[src/rtl/bp_pkg.sv]
// Shared types, counter encodings and PC slicing helpers for the branch predictor.
package bp_pkg;

    localparam int unsigned XLEN    = 32;
    // Widest tag any legal configuration can use (index is at least 2 bits).
    localparam int unsigned TAG_MAX = XLEN - 4;

    typedef logic [1:0] bp_ctr_t;

    localparam bp_ctr_t SNT = 2'b00;
    localparam bp_ctr_t WNT = 2'b01;
    localparam bp_ctr_t WT  = 2'b10;
    localparam bp_ctr_t ST  = 2'b11;

    // One BTB entry as seen by the lookup path; tag is zero-extended to TAG_MAX.
    typedef struct packed {
        logic                valid;
        logic [TAG_MAX-1:0]  tag;
        logic [XLEN-1:0]     target;
        bp_ctr_t             ctr;
    } bp_entry_t;

    // Table index: pc[idx_bits+1:2], returned zero-extended.
    function automatic logic [XLEN-1:0] bp_index(input logic [XLEN-1:0] pc,
                                                 input int unsigned     idx_bits);
        logic [XLEN-1:0] mask;
        mask = (XLEN'(1) << idx_bits) - XLEN'(1);
        return (pc >> 2) & mask;
    endfunction

    // Tag: pc[idx_bits+2+tag_bits-1 : idx_bits+2], returned zero-extended.
    function automatic logic [TAG_MAX-1:0] bp_tag(input logic [XLEN-1:0] pc,
                                                  input int unsigned     idx_bits,
                                                  input int unsigned     tag_bits);
        logic [XLEN-1:0] mask;
        mask = (XLEN'(1) << tag_bits) - XLEN'(1);
        return TAG_MAX'((pc >> (idx_bits + 2)) & mask);
    endfunction

endpackage

[src/rtl/bp_sat_ctr.sv]
// Next value of a 2-bit saturating direction counter.
//   ctr       : current counter
//   taken     : resolved outcome
//   ctr_nxt_c : counter after training (combinational)
module bp_sat_ctr
    import bp_pkg::*;
(
    input  bp_ctr_t ctr,
    input  logic    taken,
    output bp_ctr_t ctr_nxt_c
);

    always_comb begin
        ctr_nxt_c = ctr;
        if (taken) begin
            if (ctr != ST) ctr_nxt_c = ctr + 2'd1;
        end else begin
            if (ctr != SNT) ctr_nxt_c = ctr - 2'd1;
        end
    end

endmodule

[src/rtl/branch_predictor.sv]
// Fetch-side direct-mapped BTB with 2-bit direction counters, trained by
// resolved conditional branches, plus branch/mispredict statistics.
//   clk, rst_n              : clock, async active-low reset
//   lookup_pc               : fetch PC (bits [1:0] ignored)
//   pred_hit/taken/target   : combinational prediction for lookup_pc
//   upd_*                   : one resolved branch per cycle for training
//   flush_all               : synchronous invalidate of the whole table
//   mispredict              : combinational, resolved branch was mispredicted
//   branch_count            : resolved branches since reset (wraps)
//   mispredict_count        : mispredicts since reset (wraps)
module branch_predictor
    import bp_pkg::*;
#(
    parameter int unsigned ENTRIES  = 64,
    parameter int unsigned TAG_BITS = 10
) (
    input  logic            clk,
    input  logic            rst_n,
    input  logic [XLEN-1:0] lookup_pc,
    output logic            pred_hit,
    output logic            pred_taken,
    output logic [XLEN-1:0] pred_target,
    input  logic            upd_valid,
    input  logic [XLEN-1:0] upd_pc,
    input  logic            upd_taken,
    input  logic [XLEN-1:0] upd_target,
    input  logic            upd_pred_taken,
    input  logic [XLEN-1:0] upd_pred_target,
    input  logic            flush_all,
    output logic            mispredict,
    output logic [XLEN-1:0] branch_count,
    output logic [XLEN-1:0] mispredict_count
);

    localparam int unsigned IDX = $clog2(ENTRIES);

    logic                valid_q  [ENTRIES];
    bp_ctr_t             ctr_q    [ENTRIES];
    logic [TAG_BITS-1:0] tag_q    [ENTRIES];
    logic [XLEN-1:0]     target_q [ENTRIES];

    logic [XLEN-1:0]     branch_cnt_q;
    logic [XLEN-1:0]     mispred_cnt_q;

    logic [IDX-1:0]      lk_idx;
    logic [TAG_MAX-1:0]  lk_tag;
    bp_entry_t           lk_ent;

    logic [IDX-1:0]      up_idx;
    logic [TAG_MAX-1:0]  up_tag;
    logic                up_hit;
    bp_ctr_t             up_ctr_nxt_c;

    // Lookup: reads the pre-update table, so a same-cycle update is not visible.
    always_comb begin
        lk_idx = IDX'(bp_index(lookup_pc, IDX));
        lk_tag = bp_tag(lookup_pc, IDX, TAG_BITS);
        lk_ent = '{valid:  valid_q[lk_idx],
                   tag:    TAG_MAX'(tag_q[lk_idx]),
                   target: target_q[lk_idx],
                   ctr:    ctr_q[lk_idx]};
        pred_hit    = lk_ent.valid && (lk_ent.tag == lk_tag);
        pred_taken  = pred_hit && (lk_ent.ctr >= WT);
        pred_target = pred_taken ? lk_ent.target : lookup_pc + XLEN'(4);
    end

    // Update-side index/tag decode and hit detection.
    always_comb begin
        up_idx = IDX'(bp_index(upd_pc, IDX));
        up_tag = bp_tag(upd_pc, IDX, TAG_BITS);
        up_hit = valid_q[up_idx] && (TAG_MAX'(tag_q[up_idx]) == up_tag);
    end

    assign mispredict = upd_valid &&
                        ((upd_pred_taken != upd_taken) ||
                         (upd_taken && (upd_pred_target != upd_target)));

    bp_sat_ctr u_sat_ctr (
        .ctr       (ctr_q[up_idx]),
        .taken     (upd_taken),
        .ctr_nxt_c (up_ctr_nxt_c)
    );

    // Valid bits and counters: reset, flush wins over training.
    always_ff @(posedge clk or negedge rst_n) begin
        if (!rst_n) begin
            for (int i = 0; i < ENTRIES; i++) begin
                valid_q[i] <= 1'b0;
                ctr_q[i]   <= WNT;
            end
        end else if (flush_all) begin
            for (int i = 0; i < ENTRIES; i++) begin
                valid_q[i] <= 1'b0;
                ctr_q[i]   <= WNT;
            end
        end else if (upd_valid) begin
            if (up_hit) begin
                ctr_q[up_idx] <= up_ctr_nxt_c;
            end else if (upd_taken) begin
                valid_q[up_idx] <= 1'b1;
                ctr_q[up_idx]   <= WT;
            end
        end
    end

    // Tag/target storage is not reset; it is only meaningful under a valid bit.
    // Any taken update either refreshes a hit's target or allocates.
    always_ff @(posedge clk) begin
        if (upd_valid && upd_taken && !flush_all) begin
            tag_q[up_idx]    <= TAG_BITS'(up_tag);
            target_q[up_idx] <= upd_target;
        end
    end

    // Statistics keep counting through flushes and wrap modulo 2^32.
    always_ff @(posedge clk or negedge rst_n) begin
        if (!rst_n) begin
            branch_cnt_q  <= '0;
            mispred_cnt_q <= '0;
        end else if (upd_valid) begin
            branch_cnt_q <= branch_cnt_q + XLEN'(1);
            if (mispredict) mispred_cnt_q <= mispred_cnt_q + XLEN'(1);
        end
    end

    assign branch_count     = branch_cnt_q;
    assign mispredict_count = mispred_cnt_q;

endmodule

[config.mk]
export PLATFORM = sky130hd
export DESIGN_NAME = branch_predictor
export DESIGN_NICKNAME = d
export VERILOG_FILES = /design/src/rtl/bp_pkg.sv /design/src/rtl/bp_sat_ctr.sv /design/src/rtl/branch_predictor.sv
export SDC_FILE = /design/constraint.sdc
export NUM_CORES = 2
export LEC_CHECK = 0
export BUFFER_PORTS_ARGS = -buffer_cell sky130_fd_sc_hd__buf_2
export CORE_ASPECT_RATIO = 1.4
export CORE_UTILIZATION = 45
export DETAILED_ROUTE_END_ITERATION = 12
export PLACE_DENSITY = 0.56
export SETUP_SLACK_MARGIN = 0.4
export SLEW_MARGIN = 40
export SYNTH_ARGS = -nofsm -noshare
export SYNTH_HDL_FRONTEND = slang
export SYNTH_SLANG_ARGS = --single-unit
[constraint.sdc]
create_clock -name clk -period 5.1 [get_ports clk]
set_clock_uncertainty 0.2 [all_clocks]
set_input_delay 0.51 -clock clk [delete_from_list [all_inputs] [get_ports clk]]
set_output_delay 0.51 -clock clk [all_outputs]
set_load 0.03 [all_outputs]
==> metrics <==
status=complete, but fails checks; failing checks=setup timing; post-synthesis sequential area ratio=between 70% and 80%; die area=about 0.28 mm^2; Post-synth EDFFs=approximately 2,700; Met2 Wirelength=about 210,000 um; root buffer cell=clkbuf_16; hold path startpoint=upd_pred_taken; Area growth, synth to finish=16.2%; Die H=623 um; DP HPWL=between 200,000 and 300,000 um; vias per cell=approximately 6.6; Crit path required time=between 4 and 5 ns; DR WL met3=approximately 36,000 um; post-route DRC violation count=0; TritonCTS Buffers=300; Vias=71,100; number of fill cells in the layout=around 21,000; Finished Layout Cells=10,800; Cells after Synth=about 6,300; yosys warns=0; share of layout cells above drive strength 1=between 30 and 40%; highest metal used=met5; Max H-tree Level=5; post-synth top area cell=edfxtp_1; Leak=47.6 nW; Routed wire per std cell=40.1 um; gr usage total=a little under a third; Reg2Reg Depth=13; CP Capture Type=output port; PwrDens=roughly 360 mW/mm^2; CP delay by family, top=multiplexers; WP data arrival=around 4.6 ns; First DRT Iteration DRCs=~9,600; Syn Area/Cell=a little under 20 um^2; die width=446 um; WS Path Type=flop to output port; GPL Wtd Cong=0.948; CTS tree=built; Worst Hold Class=primary input to flop; synth top area cells=edfxtp_1 65%, mux4_2 18%, dfrtp_1 3.9%, mux2i_1 1.4%, dfstp_2 1.4%; post-layout instance area=around 0.14 mm^2; final wirelength=between 400,000 and 500,000 um; Placed Cells=roughly 10,000; Yosys cell types=slightly below 90; Crit path buffers/inverters=4; hold endpoint=mispredict_count[0]; DRT met1 WL=approximately 160,000 um; final critical-path required period=between 5 and 6 ns; final period utilization=104%; Max-slew headroom=between 30 and 40%; commonest cells after routing, fill and taps aside=2,688 x edfxtp_1, 980 x mux4_2, 344 x buf_4; unrepaired setup endpoints after global routing=true; Port Buffer Count=roughly 220; fraction of registers with async set/reset=8.70%; core outline area=~0.27 mm^2; R2R setup slack=roughly 0.96 ns; post-detailed-placement cell area=0.134 mm^2; ys flop type=edfxtp_1; Clk Latency, worst-skew pair=between 0.8 and 0.9 ns; CP peak stage delay=just over 0.5 ns; MaxCap Viol Count=0; largest net degree at the start of global routing=105; fin. max-slew vios=0; cell type of the slowest stage on the worst timing path=mux4_2; Mapped Area=around 0.12 mm^2; worst-path cell chain=mux4_2 > mux4_2 > mux2i_4 > buf_6 > xnor2_2 > nor4_2 > a21o_1 > nor4b_4 > buf_12 > buf_16 > mux2_4 > buf_6; Slew @ Worst Pin=approximately 0.92 ns; Max Clk Rate=0.189 GHz; Synth top area share=roughly two thirds; initial antenna violation count=19; Initial Util=a little under half; Detail Route Antenna Nets=0; worst r2r src=tag_q[34][4]; Net Count, Synth=6,406; critical path peak fanout=7; Peak VDD IR=between 0.2 and 0.25 mV; CTS max path bufs=4; vias in the first global route=a little over 70,000; Final Setup Violations=32; most common cell after layout, fill and taps aside=edfxtp_1; first-pass GRT wire length=a little under 600,000 um; first drt pass iteration count=7; setup ws final=-0.186 ns; Yosys reg bits=between 2,000 and 3,000; hold depth=4; Final Hold Viols=0; row count=~230; clock sinks=between 2,000 and 3,000; grt ovf=0; startpoint types=flop; # IOs=~230; clock-pin slew on the worst setup and hold paths=around 0.060 ns; R2R Path End=ctr_q[34]; nets=6,997
how the worst max path moves through the flow:
stage / end / startpoint / cells past startpoint
final: pred_target[29] / tag_q[59][5] / 12
after global routing: pred_target[29] / tag_q[59][4] / 13
after CTS: pred_target[13] / tag_q[36][3] / 12
after detailed placement: pred_target[13] / lookup_pc[2] / 14
after global placement: pred_target[29] / lookup_pc[2] / 14
after floorplan: tag_q[31][0] / upd_pc[4] / 8
stage by stage:
stage | total power, W | utilization [%] | setup TNS, ns | worst slack, ns | hold WS, ns
5_1_grt | 0.0531 | 52.7 | -7.07 | -0.261 | 0.0965
4_1_cts | 0.0521 | 52.5 | -3.85 | -0.163 | 0.00926
3_3_place_gp | 0.0306 | 48.9 | -12.15 | -0.416 | 0.257
3_5_place_dp | 0.0306 | 49.0 | -11.58 | -0.392 | 0.209
2_1_floorplan | 0.0290 | - | -30.29 | -0.361 | 0.0144
6_report | 0.0519 | 52.7 | -4.57 | -0.186 | 0.0816
worst register-to-register path: cells and delay by family (launching register included):
| family | cells | cell delay, ns |
|---|---|---|
| flops | 1 | 0.43 |
| mux | 1 | 0.48 |
| compound gates | 4 | 1.19 |
| simple gates | 4 | 1.01 |
| buf+inv | 4 | 0.79 |
layer usage:
metal / vias to the layer above / GRT usage, %
met1: 38800 / 40.2
met2: 3891 / 49.8
met3: 930 / 5.31
met4: 8 / 16.1
li1: 27400 / -
met5: - / 0
Yosys cell counts, types with 16 or more instances:
master    count
buf_1        37
edfxtp_1   2688
mux2_2       48
a21oi_1     114
nand2_1     218
and3_1       28
a221oi_1     22
xnor2_1      79
nor2b_1      25
a21o_1       44
o21a_1       58
a22oi_1      50
buf_2       160
o21ai_0      35
nor2_1      180
nor3_1       86
dfrtp_1     192
mux2_1       24
xor2_1       61
buf_4        31
a22o_1       24
mux2i_1     172
mux4_2      980
nand4_1     112
nor4_1       16
inv_1        90
a41oi_1      43
o22ai_1      49
dfstp_2      64
nand3_1      44
clkbuf_1    199
o211ai_1     68
cell type report:
type	count	area, um^2	share of cell area [%]
inverter	90	339	0.235
antenna	14	35.0	0.0243
sequential	2944	87200	60.5
clock buffer	383	8060	5.59
clock inverter	143	1320	0.913
tap	3664	4580	3.18
timing repair buffer	731	7360	5.11
multi-input combinational	2793	35200	24.4
state kept, by name, indices dropped and copies added (netlist names):
register / cells
ctr_q: 128
target_q: 2048
branch_count: 32
valid_q: 64
tag_q: 640
mispredict_count: 32
power by group:
part           leakage [nW]  switching, W  internal [W]  total [W]
registers              27.5     0.0000777        0.0264     0.0265
clock network          4.60       0.00932        0.0123     0.0217
logic                  15.5       0.00226       0.00142    0.00368
what timing repair did:
item                                    4_1_cts  5_1_grt
resized for setup                            33      119
endpoints found under the setup margin       34       34
cloned                                        0        3
buffers inserted                              0        5
endpoints found under the hold margin       314        0
pin swaps                                     2        5
hold buffers                                 10        0
logic make-up after synthesis:
| family | count (synthesis) | share of synthesized area [%] |
|---|---|---|
| compound gates | 619 | 3.60 |
| xor+xnor | 140 | 0.988 |
| fa+ha+maj | 4 | 0.0383 |
| buf+inv | 532 | 1.96 |
| flops | 2944 | 70.3 |
| mux | 1224 | 19.8 |
| simple gates | 806 | 3.30 |
Power figures use the tool's default switching activity.
